--- config.mk ---
export PLATFORM = sky130hd
export DESIGN_NAME = cp0_ctrl
export DESIGN_NICKNAME = d
export VERILOG_FILES = /design/src/rtl/cp0_ctrl.sv
export SDC_FILE = /design/constraint.sdc
export NUM_CORES = 1
export LEC_CHECK = 0
export CAP_MARGIN = 20
export CORE_UTILIZATION = 46
export CTS_CLUSTER_DIAMETER = 50
export DETAILED_ROUTE_END_ITERATION = 10
export GPL_TIMING_DRIVEN = 0
export HOLD_SLACK_MARGIN = 0.06
export PLACE_DENSITY = 0.86
export SLEW_MARGIN = 25
export SYNTH_ARGS = -nofsm -noshare
export SYNTH_HDL_FRONTEND = slang
export SYNTH_SLANG_ARGS = --single-unit
--- constraint.sdc ---
create_clock -name clk -period 5.3 [get_ports clk]
set_clock_uncertainty 0.2 [all_clocks]
set_input_delay 0.795 -clock clk [delete_from_list [all_inputs] [get_ports clk]]
set_output_delay 0.795 -clock clk [all_outputs]
set_load 0.02 [all_outputs]
--- src/rtl/cp0_ctrl.sv ---
// Coprocessor-0 exception/interrupt controller beside the M stage: trap decision, SR/Cause/EPC/PRId, mfc0/mtc0, eret.
// Optional Count/Compare timer enabled by defining CP0_TIMER_EN.
module cp0_ctrl #(
  parameter logic [31:0] PRID = 32'h2023_0707
) (
  input  logic        clk,
  input  logic        resetN,
  input  logic        we,
  input  logic [4:0]  addr,
  input  logic [31:0] wData,
  output logic [31:0] rData,
  input  logic [31:0] vPC,
  input  logic        isBD,
  input  logic [4:0]  excCode,
  input  logic [5:0]  hwInt,
  input  logic        eret,
  output logic        req,
  output logic [31:0] epcOut
);

  logic [5:0]  im_r;
  logic        exl_r;
  logic        ie_r;
  logic        bd_r;
  logic [5:0]  ip_r;
  logic [4:0]  exc_code_r;
  logic [31:0] epc_r;

  logic [5:0]  ip_in_s;
  logic        int_req_s;
  logic        exc_req_s;
  logic        req_s;
  logic        wr_s;

`ifdef CP0_TIMER_EN
  logic [31:0] count_r;
  logic [31:0] compare_r;
  logic        tpend_r;

  // Free-running counter, compare register and sticky match flag
  always_ff @(posedge clk or negedge resetN) begin
    if (!resetN) begin
      count_r   <= 32'h0;
      compare_r <= 32'h0;
      tpend_r   <= 1'b0;
    end else begin
      if (wr_s && (addr == 5'd9)) begin
        count_r <= wData;
      end else begin
        count_r <= count_r + 32'd1;
      end
      if (wr_s && (addr == 5'd11)) begin
        compare_r <= wData;
      end else begin
        compare_r <= compare_r;
      end
      // An mtc0 to Compare acknowledges the timer even if it matches this cycle
      if (wr_s && (addr == 5'd11)) begin
        tpend_r <= 1'b0;
      end else if ((count_r == compare_r) && (compare_r != 32'h0)) begin
        tpend_r <= 1'b1;
      end else begin
        tpend_r <= tpend_r;
      end
    end
  end

  assign ip_in_s = {hwInt[5] | tpend_r, hwInt[4:0]};
`else
  assign ip_in_s = hwInt;
`endif

  assign int_req_s = ie_r & ~exl_r & (|(ip_in_s & im_r));
  assign exc_req_s = ~exl_r & (excCode != 5'd0);
  assign req_s     = int_req_s | exc_req_s;
  // A trap in the same cycle discards any mtc0
  assign wr_s      = we & ~req_s;

  assign req    = req_s;
  assign epcOut = (we && (addr == 5'd14)) ? wData : epc_r;

  // Trap capture, eret and mtc0 updates of SR/Cause/EPC
  always_ff @(posedge clk or negedge resetN) begin
    if (!resetN) begin
      im_r       <= 6'h0;
      exl_r      <= 1'b0;
      ie_r       <= 1'b0;
      bd_r       <= 1'b0;
      ip_r       <= 6'h0;
      exc_code_r <= 5'h0;
      epc_r      <= 32'h0;
    end else begin
      ip_r <= ip_in_s;
      if (req_s) begin
        exl_r      <= 1'b1;
        bd_r       <= isBD;
        exc_code_r <= int_req_s ? 5'd0 : excCode;
        epc_r      <= isBD ? (vPC - 32'd4) : vPC;
      end else begin
        if (wr_s && (addr == 5'd12)) begin
          im_r <= wData[15:10];
          ie_r <= wData[0];
        end else begin
          im_r <= im_r;
          ie_r <= ie_r;
        end
        if (eret) begin
          exl_r <= 1'b0;
        end else if (wr_s && (addr == 5'd12)) begin
          exl_r <= wData[1];
        end else begin
          exl_r <= exl_r;
        end
        if (wr_s && (addr == 5'd14)) begin
          epc_r <= wData;
        end else begin
          epc_r <= epc_r;
        end
      end
    end
  end

  // mfc0 read mux, pre-edge values only
  always_comb begin
    rData = 32'h0;
    case (addr)
      5'd12:   rData = {16'h0, im_r, 8'h0, exl_r, ie_r};
      5'd13:   rData = {bd_r, 15'h0, ip_r, 3'h0, exc_code_r, 2'h0};
      5'd14:   rData = epc_r;
      5'd15:   rData = PRID;
`ifdef CP0_TIMER_EN
      5'd9:    rData = count_r;
      5'd11:   rData = compare_r;
`endif
      default: rData = 32'h0;
    endcase
  end

endmodule

==> run_results.csv, run 1 <==
group,metric,value,unit
grt,overflow,0,
pwr,clock_power_share,14.3,%
pwr,power.switching,0.000737,W
cts,cts.path.max_buffers,2,
job,drv_cap,0,
synthesis,ys.flop_type,"dfrtp_1",
pwr,pwr-share-comb,53.0,%
timing,max_freq,222,MHz
timing,max_slew_margin,54.7,%
cts,cts_tree,"built",
timing,max_slew.worst_pin.slew,0.679,ns
synthesis,syn_area_per_cell,10.3,µm²
synthesis,synth_top_cell_by_area,"dfrtp_1",
layout,num_antenna_cells,0,
layout,multiInputGateArea,2030,µm²
layout,fillCellCount,570,
synthesis,yosysMostFrequentCell,"mux2_2",
timing,finalHoldViolCount,0,
pwr,peakVddDrop,0.198,mV
route,viasPerCell,5.39,
layout,num-nets-final,574,
synthesis,synth_warnings,0,
route,num_vias,3169,
setup_path,worstPathArrival,3.50,ns
synthesis,ys_async_sr_fraction,100,%
synthesis,syn_inst,333,
die,core_area,7250,µm²
grt,grt_pass1_wl,15.8,mm
route,first_pass_iters,4,
die,die_x,88.6,µm
placed_design,placed_area,5050,µm²
synthesis,ys_ff_latch,52,
placed_design,port_buffers,148,
cts,worstSkewPairLatency,0.31,ns
run_status,status,"finished, final reports clean",
cts,post_cts_resized,0,
synthesis,synth_commonest_cells,"mux2_2, dfrtp_1, nor2_1, nand2_1, xor2_1",
synthesis,synth_nets,419,
cts,ctsHoldBuffers,0,
timing,post-route-period-util,84.8,%
pwr,p_sw_share,36.3,%
setup_path,worst-setup-path-type,"primary input to output port",
layout,final_area,5170,µm²
timing,finalSetupViolCount,0,
timing,fin_crit,4.49,ns
die,die-area,7840,µm²
synthesis,synth_edf_count,0,
grt,grt_start_max_net_pins,53,
synthesis,yosysUniqueCellTypes,43,
synthesis,netlist.area_leader.share,37.8,%
cts,root_buffer,"clkbuf_8",
route,antenna_left,0,
cts,cts.sinks,52,
setup_path,cp-start-kind,"primary input",
route,wl_per_cell,17.7,µm
route,routed_wl,10.4,mm
cts,cts_buffers,5,
die,die_h,88.6,µm
cts,h-tree-depth,2,
pwr,power_frac_seq,32.7,%
placed_design,dp_hpwl,8.30,mm
die,fp-row-count,31,
min_path,hp-class,"flop to flop",
cts,cts_post_setup_buffers_inserted,0,
route,drc,0,
setup_path,cp_max_fo,10,
setup_path,cp-end-kind,"output port",
timing,finalSetupTns,0,ns
grt,grt_antenna_before_repair,0,
grt,track_usage,26.8,%
layout,areaGrowthSynthToFinish,50.0,%
die,initial_utilization,47.5,%
timing,drv_slew,0,
synthesis,syn_area,3450,µm²
timing,whs,0.288,ns
route,drt_iter0_drc,78,
layout,drive_gt1_share,19.2,%
die,ios,150,
synthesis,synth-seq-area-share,37.8,%
pwr,power_density,393,nW/µm²
layout,seq_area,1300,µm²
placed_design,routabilityCongestion,0.868,
synthesis,yosys-top-cells-area,"dfrtp_1, mux2_2, xor2_1",
grt,grt_pass1_vias,3302,
pwr,leakagePower,2.10,nW
timing,grt_setup_unrepaired,"no",
pwr,p_int,0.00129,W
setup_path,required,4.30,ns
cts,path_clk_slew,0.09,ns
[registers in the layout, indices dropped and copies added, names as in the netlist]
signal,flops
epc_r,32
im_r,6
ip_r,6
exc_code_r,5
bd_r,1
exl_r,1
ie_r,1
[power by group through the flow]
stage	Combinational (W)	Clock [W]	Sequential [W]
6_report	0.00108	0.000291	0.000663
5_1_grt	0.00115	0.000312	0.000680
4_1_cts	0.00109	0.000296	0.000660
3_5_place_dp	0.00108	0	0.000667
3_3_place_gp	0.00106	0	0.000654
2_1_floorplan	0.000644	0	0.000632
[routing by layer]
| metal | global-route usage, % | routed length (µm) | vias up |
|---|---|---|---|
| li1 | - | - | 1496 |
| met1 | 31.4 | 4140 | 1536 |
| met2 | 48.7 | 5430 | 121 |
| met3 | 5.50 | 655 | 16 |
| met4 | 9.09 | 203 | 0 |
| met5 | 0 | 0 | - |
[area by class of cell]
class | instances | area share [%]
Inverter | 5 | 0.363
Tap cell | 99 | 2.40
Sequential cell | 52 | 25.2
Buffer | 20 | 1.79
Clock buffer | 6 | 1.60
Multi-Input combinational cell | 256 | 39.3
Clock inverter | 2 | 0.750
Timing Repair Buffer | 148 | 28.6
[cell families (layout without fill, tap and decap cells)]
kind of cell	Yosys count	count (layout)	synth area share, %
and+or+nand+nor	123	123	21.1
muxes	76	76	24.6
DFF	52	52	37.8
xor gates and xnor gates	29	29	7.37
AOI/OAI and AO/OA	27	27	5.59
buffers and inverters	25	181	3.23
adders and majority gates	1	1	0.363
[final timing paths]
| kind | start | to | slack [ns] | depth (start not counted) |
|---|---|---|---|---|
| hold / removal | bd_r | bd_r | 0.29 | 2 |
| setup / recovery | addr[2] | epcOut[25] | 0.81 | 8 |
| hold reg to reg | bd_r | bd_r | 0.29 | 2 |
| min in group asynchronous | resetN | exc_code_r[2] | 0.31 | 1 |
| max in group asynchronous | resetN | im_r[3] | 4.13 | 1 |
| setup reg to reg | im_r[3] | epc_r[25] | 3.04 | 6 |
[critical path, stage by stage]
cell             delay, ns
clkdlybuf4s50_1       0.46
nand2_1               0.07
nor2_1                0.41
and3_1                0.24
clkbuf_1              0.22
buf_2                 0.35
mux2_2                0.40
clkdlybuf4s50_1       0.54
[through the flow]
stage / util (%) / total power, W / std cells / worst slack, ns
CTS: 71.3 / 0.00204 / 588 / 0.792
detailed placement: 69.6 / 0.00175 / 580 / 0.810
floorplan: - / 0.00128 / 333 / 2.27
global route: 71.3 / 0.00214 / 588 / 0.656
global placement: 69.6 / 0.00171 / 580 / 0.857
finish: 71.3 / 0.00203 / 588 / 0.806
[cells in the final DEF (no fill, tap or decap), types with 3 or more instances in the layout]
| master | n |
|---|---|
| and3_1 | 13 |
| nand2_1 | 21 |
| or3_1 | 3 |
| xor2_1 | 19 |
| clkbuf_8 | 6 |
| nand3_1 | 7 |
| clkbuf_1 | 11 |
| buf_2 | 8 |
| nor4_2 | 6 |
| nor2b_1 | 3 |
| inv_1 | 4 |
| mux2_2 | 60 |
| a22oi_1 | 5 |
| a21oi_1 | 8 |
| mux2i_1 | 6 |
| a22o_1 | 3 |
| a21o_1 | 3 |
| nor3_1 | 10 |
| mux2_1 | 10 |
| nor2_1 | 37 |
| clkdlybuf4s50_1 | 147 |
| xnor2_1 | 10 |
| o21ai_0 | 4 |
| dfrtp_1 | 52 |
Note: power is estimated with default switching activity, not from simulation.
==> inputs of run 2 (changes only) <==
--- a/config.mk
+++ b/config.mk
@@ -6,12 +6,12 @@
 export NUM_CORES = 1
 export LEC_CHECK = 0
 export CAP_MARGIN = 20
-export CORE_UTILIZATION = 46
+export CORE_UTILIZATION = 43
 export CTS_CLUSTER_DIAMETER = 50
 export DETAILED_ROUTE_END_ITERATION = 10
 export GPL_TIMING_DRIVEN = 0
 export HOLD_SLACK_MARGIN = 0.06
-export PLACE_DENSITY = 0.86
+export PLACE_DENSITY = 0.82
 export SLEW_MARGIN = 25
 export SYNTH_ARGS = -nofsm -noshare
 export SYNTH_HDL_FRONTEND = slang
==> constraint.sdc (replaced) <==
create_clock -name clk -period 4.64 [get_ports clk]
set_clock_uncertainty 0.2 [all_clocks]
set_input_delay 0.696 -clock clk [delete_from_list [all_inputs] [get_ports clk]]
set_output_delay 0.696 -clock clk [all_outputs]
set_load 0.02 [all_outputs]
==> run 2 against run 1 <==
Against the previous run: die area up 6.8%; clock power about the same; wire length down 3.6%; clock-buffer cell count down 1; combinational power up 13%; via count down 1.3%.
==> run_results.csv, run 2 (synthesis results as in run 1) <==
group,metric,value,unit
cts,post_cts_resized,0,
route,routed_wl,10.1,mm
placed_design,dp_hpwl,7.89,mm
route,drt_iter0_drc,102,
layout,multiInputGateArea,2030,µm²
grt,grt_pass1_wl,16.0,mm
grt,grt_pass1_vias,3220,
route,viasPerCell,5.29,
route,antenna_left,0,
timing,drv_slew,0,
route,num_vias,3127,
die,die-area,8380,µm²
layout,final_common_cell,"clkdlybuf4s50_1",
placed_design,routabilityCongestion,0.835,
setup_path,cp_max_fo,10,
route,first_pass_iters,5,
die,initial_utilization,44.6,%
layout,drive_gt1_share,19.2,%
grt,track_usage,24.5,%
timing,finalSetupViolCount,0,
cts,h-tree-depth,2,
die,die_h,91.5,µm
layout,num_antenna_cells,0,
setup_path,worst-setup-path-type,"primary input to output port",
route,drc,0,
layout,num-nets-final,574,
grt,grt_start_max_net_pins,53,
layout,top_register,"epc_r",
layout,final_cell_mix,"clkdlybuf4s50_1, mux2_2, dfrtp_1",
setup_path,cp-start-kind,"primary input",
timing,finalSetupTns,0,ns
grt,grt_antenna_before_repair,0,
pwr,peakVddDrop,0.269,mV
cts,cts_buffers,5,
placed_design,port_buffers,148,
timing,max_slew_margin,54.6,%
cts,cts.sinks,52,
cts,cts_tree,"built",
timing,grt_setup_unrepaired,"no",
setup_path,r2r_slack,2.37,ns
cts,path_clk_slew,0.11,ns
setup_path,required,3.74,ns
min_path,hp-class,"primary input to async pin",
cts,root_buffer,"clkbuf_8",
cts,cts_post_setup_buffers_inserted,0,
layout,fillCellCount,585,
route,wl_per_cell,17.0,µm
job,drv_cap,0,
timing,finalHoldViolCount,0,
layout,areaGrowthSynthToFinish,49.5,%
die,die_x,91.5,µm
timing,post-route-period-util,93.1,%
die,ios,150,
grt,overflow,0,
timing,fin_crit,4.32,ns
layout,reg_top3,"epc_r x32, im_r x6, ip_r x6",
timing,max_freq,231,MHz
timing,max_slew.worst_pin.slew,0.682,ns
setup_path,cp-end-kind,"output port",
pwr,power_density,439,nW/µm²
cts,worstSkewPairLatency,0.31,ns
timing,whs,0.196,ns
layout,seq_area,1300,µm²
die,core_area,7730,µm²
setup_path,worstPathArrival,3.42,ns
pwr,leakagePower,2.09,nW
layout,largest_reg_flops,32,
cts,ctsHoldBuffers,0,
run_status,status,"finished, final reports clean",
die,fp-row-count,32,
cts,cts.path.max_buffers,2,
-- run 2: cell count changes in the layout (fill, tap and decap cells not counted) --
cell       previous run  this run
inv_6                 0         2
bufinv_16             1         0
clkbuf_8              6         5
clkinv_4              1         0
inv_8                 0         1
-- run 2: cell type report --
cell class	instances	area share, %
tap	102	2.48
clock inverter	3	0.559
sequential	52	25.3
timing repair buffer	148	28.7
multi-input combinational	256	39.5
inverter	5	0.364
buffer	20	1.80
clock buffer	5	1.34
-- run 2: where the power goes --
part | internal, W | switching, W
Combinational | 0.000654 | 0.000567
Clock | 0.000114 | 0.000174
Sequential | 0.000645 | 0.000107
-- run 2: critical path: stages --
cell and delay, ns:
clkdlybuf4s50_1 0.47, nand2_1 0.06, nor2_1 0.41, and3_1 0.23, clkbuf_1 0.26, buf_2 0.36, mux2_2 0.39, clkdlybuf4s50_1 0.54
-- run 2: path summary, 6_finish.rpt --
path | from | end | cells past startpoint
max | addr[3] | epcOut[30] | 8
min | resetN | ip_r[1] | 1
max reg2reg | im_r[3] | epc_r[7] | 6
min reg2reg | exc_code_r[4] | exc_code_r[4] | 2
max in group asynchronous | resetN | epc_r[3] | 1
min in group clk | exc_code_r[4] | exc_code_r[4] | 2
-- run 2: routing by layer --
metal	vias to the layer above	wire (µm)	global-route usage, %
met3	11	676	6.03
met1	1507	4210	29.9
met4	0	119	6.35
li1	1499	-	-
met2	110	5050	42.9
met5	-	0	0
-- run 2: through the flow --
stage / setup slack (ns) / cell area, µm² / util (%) / std cells / total power [W]
4_1_cts: 0.327 / 5150 / 66.6 / 591 / 0.00228
2_1_floorplan: 1.81 / 3450 / - / 333 / 0.00146
3_5_place_dp: 0.339 / 5050 / 65.4 / 583 / 0.00198
6_report: 0.320 / 5150 / 66.6 / 591 / 0.00226
5_1_grt: 0.160 / 5150 / 66.6 / 591 / 0.00240
3_3_place_gp: 0.388 / 5050 / 65.4 / 583 / 0.00196
==> patch 1 (config.mk and constraints of run 1) <==
Add a define of `CP0_TIMER_EN`.
--- a/src/rtl/cp0_ctrl.sv
+++ b/src/rtl/cp0_ctrl.sv
@@ -1,5 +1,7 @@
 // Coprocessor-0 exception/interrupt controller beside the M stage: trap decision, SR/Cause/EPC/PRId, mfc0/mtc0, eret.
 // Optional Count/Compare timer enabled by defining CP0_TIMER_EN.
+`define CP0_TIMER_EN
+
 module cp0_ctrl #(
   parameter logic [31:0] PRID = 32'h2023_0707
 ) (
Function: changed (a bounded check fails within 4 cycles, from zero or initial values and one cycle with resetN low).
==> patch 1 against run 1 <==
Clock power grew to 4.3 times the old value. Sequential cell count is 65 higher. Routed wire length is 120% higher. Area after synthesis is 110% higher. Total power is 120% higher. Sequential power is 140% higher. Cell area is 83% higher. Worst setup slack worse by 0.12 ns.
==> patch 1: results (changes against run 1) <==
antenna violations before repair -> 0 (unchanged)
via/cell ratio -> 6.19 (was 5.39)
htree depth -> 4 (was 2)
Cell variety after synth -> 57 (was 43)
Starting DRT DRC Count -> 730 (was 78)
number of global-route vias before repair -> 6564 (was 3302)
ys async rst share -> 100% (unchanged)
R2R Path Start -> im_r[0] (was im_r[3])
Clk pin slew, worst setup/hold paths -> 0.05 ns (was 0.09 ns)
Longest Clk Path Bufs -> 2 (unchanged)
reg2reg end -> compare_r[0] (was epc_r[25])
worst r2r path cells -> 7 (was 6)
Synth Flop Type -> dfrtp_1 (unchanged)
IO Port Bufs -> 147 (was 148)
commonest cells in the netlist -> dfrtp_1, mux2_1, xnor2_1 (was mux2_2, dfrtp_1, nor2_1)
post-cts sizing count -> 0 (unchanged)
reg2reg setup slack -> 2.41 ns (was 3.04 ns)
Fillers -> 1157 (was 570)
syn_nets -> 780 (was 419)
Seq/Total Area, Yosys -> 41.2% (was 37.8%)
DR pass1 iterations -> 5 (was 4)
Max-Cap Viols -> 0 (unchanged)
Worst-Skew Late Latency -> 0.43 ns (was 0.31 ns)
HP Class -> in -> async (was reg -> reg)
worst slew pin tran -> 0.920 ns (was 0.679 ns)
CP startpoint -> addr[0] (was addr[2])
first-pass GRT wire length -> 35900 um (was 15800 um)
final net count -> 947 (was 574)
routability cong. -> 0.960 (was 0.868)
hpwl dp -> 16700 um (was 8300 um)
status -> completed (unchanged)
TritonCTS Buffers -> 17 (was 5)
n_diodes -> 0 (unchanged)
Post-CTS Setup Bufs -> 0 (unchanged)
Slowest Stage Delay on Critical Path -> 0.68 ns (was 0.54 ns)
fraction of layout cells with a size suffix above 1 -> 10.7% (was 19.2%)
Largest regs -> compare_r x32, count_r x32, epc_r x32 (was epc_r x32, im_r x6, ip_r x6)
largest net degree at the start of global routing -> 69 (was 53)
final setup vio count -> 0 (unchanged)
YS warnings -> 0 (unchanged)
Worst VDD drop -> 0.299 mV (was 0.198 mV)
Critical Path Fanout Max -> 10 (unchanged)
WL final -> 23400 um (was 10400 um)
Critical Path End -> rData[31] (was epcOut[25])
WP data arrival -> 3.62 ns (was 3.50 ns)
dpl cell area -> 8840 um2 (was 5050 um2)
Tot GR Track Use -> 30.0% (was 26.8%)
Root Buffer -> clkbuf_16 (was clkbuf_8)
Static Leakage -> 3.86 nW (was 2.10 nW)
CP max stage cell -> clkdlybuf4s50_1 (unchanged)
ranking of synthesized cells by area -> dfrtp_1, mux2_1, xnor2_1 (was dfrtp_1, mux2_2, xor2_1)
==> patch 1: final cells by class <==
type / instances / area share (%)
clock inverter: 9 / 1.56
inverter: 9 / 0.357
timing repair buffer: 148 / 15.8
tap: 188 / 2.48
multi-input combinational: 529 / 42.0
buffer: 38 / 1.76
clock buffer: 23 / 5.15
sequential: 117 / 30.9
==> patch 1: cell families after synthesis <==
family	count (synthesis)	share of synthesized area, %
xor gates and xnor gates	89	11.0
and+or+nand+nor	221	17.2
buffers and inverters	47	2.82
muxes	118	18.4
DFF	117	41.2
adders and majority gates	2	0.352
AOI/OAI and AO/OA	99	9.05
==> patch 1: per-layer routing <==
layer  share of wire [%]  vias up  wire length (um)  global-route usage, %
li1                    -     2847                 -                      -
met1                  39     3200              9190                   37.7
met2                  46      430             10700                   46.3
met3                  10       90              2430                   9.05
met4                 4.5        0              1050                   16.7
met5                   0        -                 0                      0
==> patch 1: power breakdown <==
group / switching (mW) / total [mW] / internal (mW) / leakage, nW
Combinational: 0.846 / 1.70 / 0.852 / 2.12
Clock: 0.404 / 1.24 / 0.832 / 0.313
Sequential: 0.383 / 1.62 / 1.23 / 1.43
==> patch 1: metrics by stage <==
step,power (mW),worst slack (ns),hold WS [ns],util (%),instances
after CTS,4.51,0.800,0.125,62.6,1061
after floorplan,2.54,2.08,0.257,-,693
final,4.55,0.683,0.118,62.6,1061
after global placement,3.20,-1.29,0.299,58.2,1028
after global routing,4.72,0.613,0.153,62.6,1061
after detailed placement,3.26,0.826,0.314,58.4,1029
==> patch 1: worst max-delay path, delay by kind of cell <==
kind	cells	cell delay, ns
buf+inv	3	1.83
simple gates	2	0.63
compound gates	2	0.35
==> patch 2 (flow settings as in run 1) <==
Without the edit above. `ip_r` no longer has a reset.
--- a/src/rtl/cp0_ctrl.sv
+++ b/src/rtl/cp0_ctrl.sv
@@ -86,11 +86,9 @@
       exl_r      <= 1'b0;
       ie_r       <= 1'b0;
       bd_r       <= 1'b0;
-      ip_r       <= 6'h0;
       exc_code_r <= 5'h0;
       epc_r      <= 32'h0;
     end else begin
-      ip_r <= ip_in_s;
       if (req_s) begin
         exl_r      <= 1'b1;
         bd_r       <= isBD;
@@ -120,6 +118,10 @@
     end
   end
 
+  always_ff @(posedge clk) begin
+    ip_r <= ip_in_s;
+  end
+
   // mfc0 read mux, pre-edge values only
   always_comb begin
     rData = 32'h0;
Behaviour: not the same (Yosys sat finds a counterexample within 4 cycles, from zero or initial values and one cycle with resetN low).
==> patch 2 against run 1 <==
Sequential share of layout area is 0.44 points lower. Worst setup slack worse by 0.021 ns. Critical path type unchanged. Area after synthesis is 0.87% lower. Cell area is 0.58% lower. Sequential cell count stayed put. Largest cell class unchanged. Total power hardly changed. Largest power group unchanged. Worst hold slack worse by 0.0026 ns. Highest routed layer unchanged. Routed wire length is 1.2% lower. Synthesized cell count stayed put.
==> patch 2: results (changes against run 1) <==
status -> completed (unchanged)
Hold Fails Final Rpt -> 0 (unchanged)
Fillers -> 565 (was 570)
M2 GR Usage -> 48.5% (was 48.7%)
Tot GR Track Use -> 26.8% (about the same)
Longest Clk Path Bufs -> 2 (unchanged)
antenna violations before repair -> 0 (unchanged)
Slew HR -> 58.6% (was 54.7%)
met3 Track Usage GR -> 6.41% (was 5.50%)
IO Port Bufs -> 148 (unchanged)
ranking of synthesized cells by area -> dfrtp_1, mux2_2, xor2_1 (unchanged)
WL final -> 10300 um (was 10400 um)
Fin Hold WS -> 0.286 ns (was 0.288 ns)
post-DR wirelength/cell -> 17.5 um (was 17.7 um)
routability cong. -> 0.822 (was 0.868)
ys async rst share -> 88.5% (was 100%)
reg2reg setup slack -> 3.01 ns (was 3.04 ns)
first-pass GRT wire length -> 15800 um (about the same)
largest net degree at the start of global routing -> 47 (was 53)
WP data arrival -> 3.52 ns (was 3.50 ns)
commonest cells in the netlist -> mux2_2, dfrtp_1, nor2_1 (unchanged)
Setup WS pre-CTS -> 0.848 ns (was 0.810 ns)
HP Class -> in -> async (was reg -> reg)
Worst VDD drop -> 0.255 mV (was 0.198 mV)
Seq/Total Area, Yosys -> 37.2% (was 37.8%)
Starting DRT DRC Count -> 104 (was 78)
reg2reg end -> epc_r[29] (was epc_r[25])
synthesized area per cell -> 10.3 um2 (about the same)
hpwl dp -> 7950 um (was 8300 um)
Cell variety after synth -> 44 (was 43)
placed cell count -> 580 (unchanged)
met1 Track Usage GR -> 31.3% (was 31.4%)
number of global-route vias before repair -> 3233 (was 3302)
Static Leakage -> 2.08 nW (was 2.10 nW)
via/cell ratio -> 5.39 (unchanged)
CP max stage cell -> clkdlybuf4s50_1 (unchanged)
Clk pin slew, worst setup/hold paths -> 0.10 ns
[patch 2: changes by cell type after synthesis, sizes merged]
cell / before / now
dfrtp: 52 / 46
dfxtp: 0 / 6
[patch 2: report_power, final]
group	internal [mW]	total [mW]	leakage (nW)	switching, mW
clock network	0.155	0.296	0.0614	0.141
registers	0.564	0.658	0.601	0.0941
logic	0.573	1.08	1.42	0.503
total	1.29	2.03	2.08	0.738
[patch 2: how the worst max path moves through the flow]
stage                     startpoint         end  slack (ns)  cells past startpoint
final                        addr[3]  epcOut[23]        0.78                      8
after global routing         addr[2]  epcOut[27]        0.66                      8
after CTS                    addr[1]  epcOut[23]        0.82                      7
after detailed placement     addr[1]  epcOut[23]        0.85                      7
after global placement       addr[1]  epcOut[29]        0.90                      7
after floorplan              addr[3]  epcOut[22]        2.27                      6
[patch 2: metrics by stage]
| step | total power, mW | util (%) | cell area (um2) |
|---|---|---|---|
| floorplan | 1.28 | - | 3420 |
| global placement | 1.71 | 69.6 | 5020 |
| detailed placement | 1.74 | 69.6 | 5020 |
| CTS | 2.04 | 71.2 | 5140 |
| global route | 2.15 | 71.2 | 5140 |
| finish | 2.03 | 71.2 | 5140 |
[patch 2: cells by family after synthesis]
kind of cell | after synthesis | synth area share [%]
and+or+nand+nor | 123 | 21.2
muxes | 76 | 24.8
DFF | 52 | 37.2
xor gates and xnor gates | 29 | 7.44
AOI/OAI and AO/OA | 27 | 5.64
buffers and inverters | 25 | 3.26
adders and majority gates | 1 | 0.366
[patch 2: cell type report]
type | count | area (um2) | share of cell area, %
Tap cell | 99 | 124 | 2.41
Sequential cell | 52 | 1270 | 24.7
Timing Repair Buffer | 148 | 1480 | 28.8
Buffer | 20 | 92.6 | 1.80
Inverter | 5 | 18.8 | 0.365
Clock inverter | 2 | 38.8 | 0.755
Multi-Input combinational cell | 256 | 2030 | 39.6
Clock buffer | 6 | 82.6 | 1.61
[patch 2: metal layers]
layer	routed length [um]	part of all wire (%)
met5	0	0
met4	146	1.4
met3	789	7.7
met2	5340	52
met1	4020	39
[patch 2: worst reg2reg max path: stages (launching register included)]
cell	delay [ns]
dfrtp_1	0.41
a22o_1	0.25
o31ai_4	0.41
a21o_1	0.28
inv_2	0.08
buf_2	0.21
mux2_1	0.34
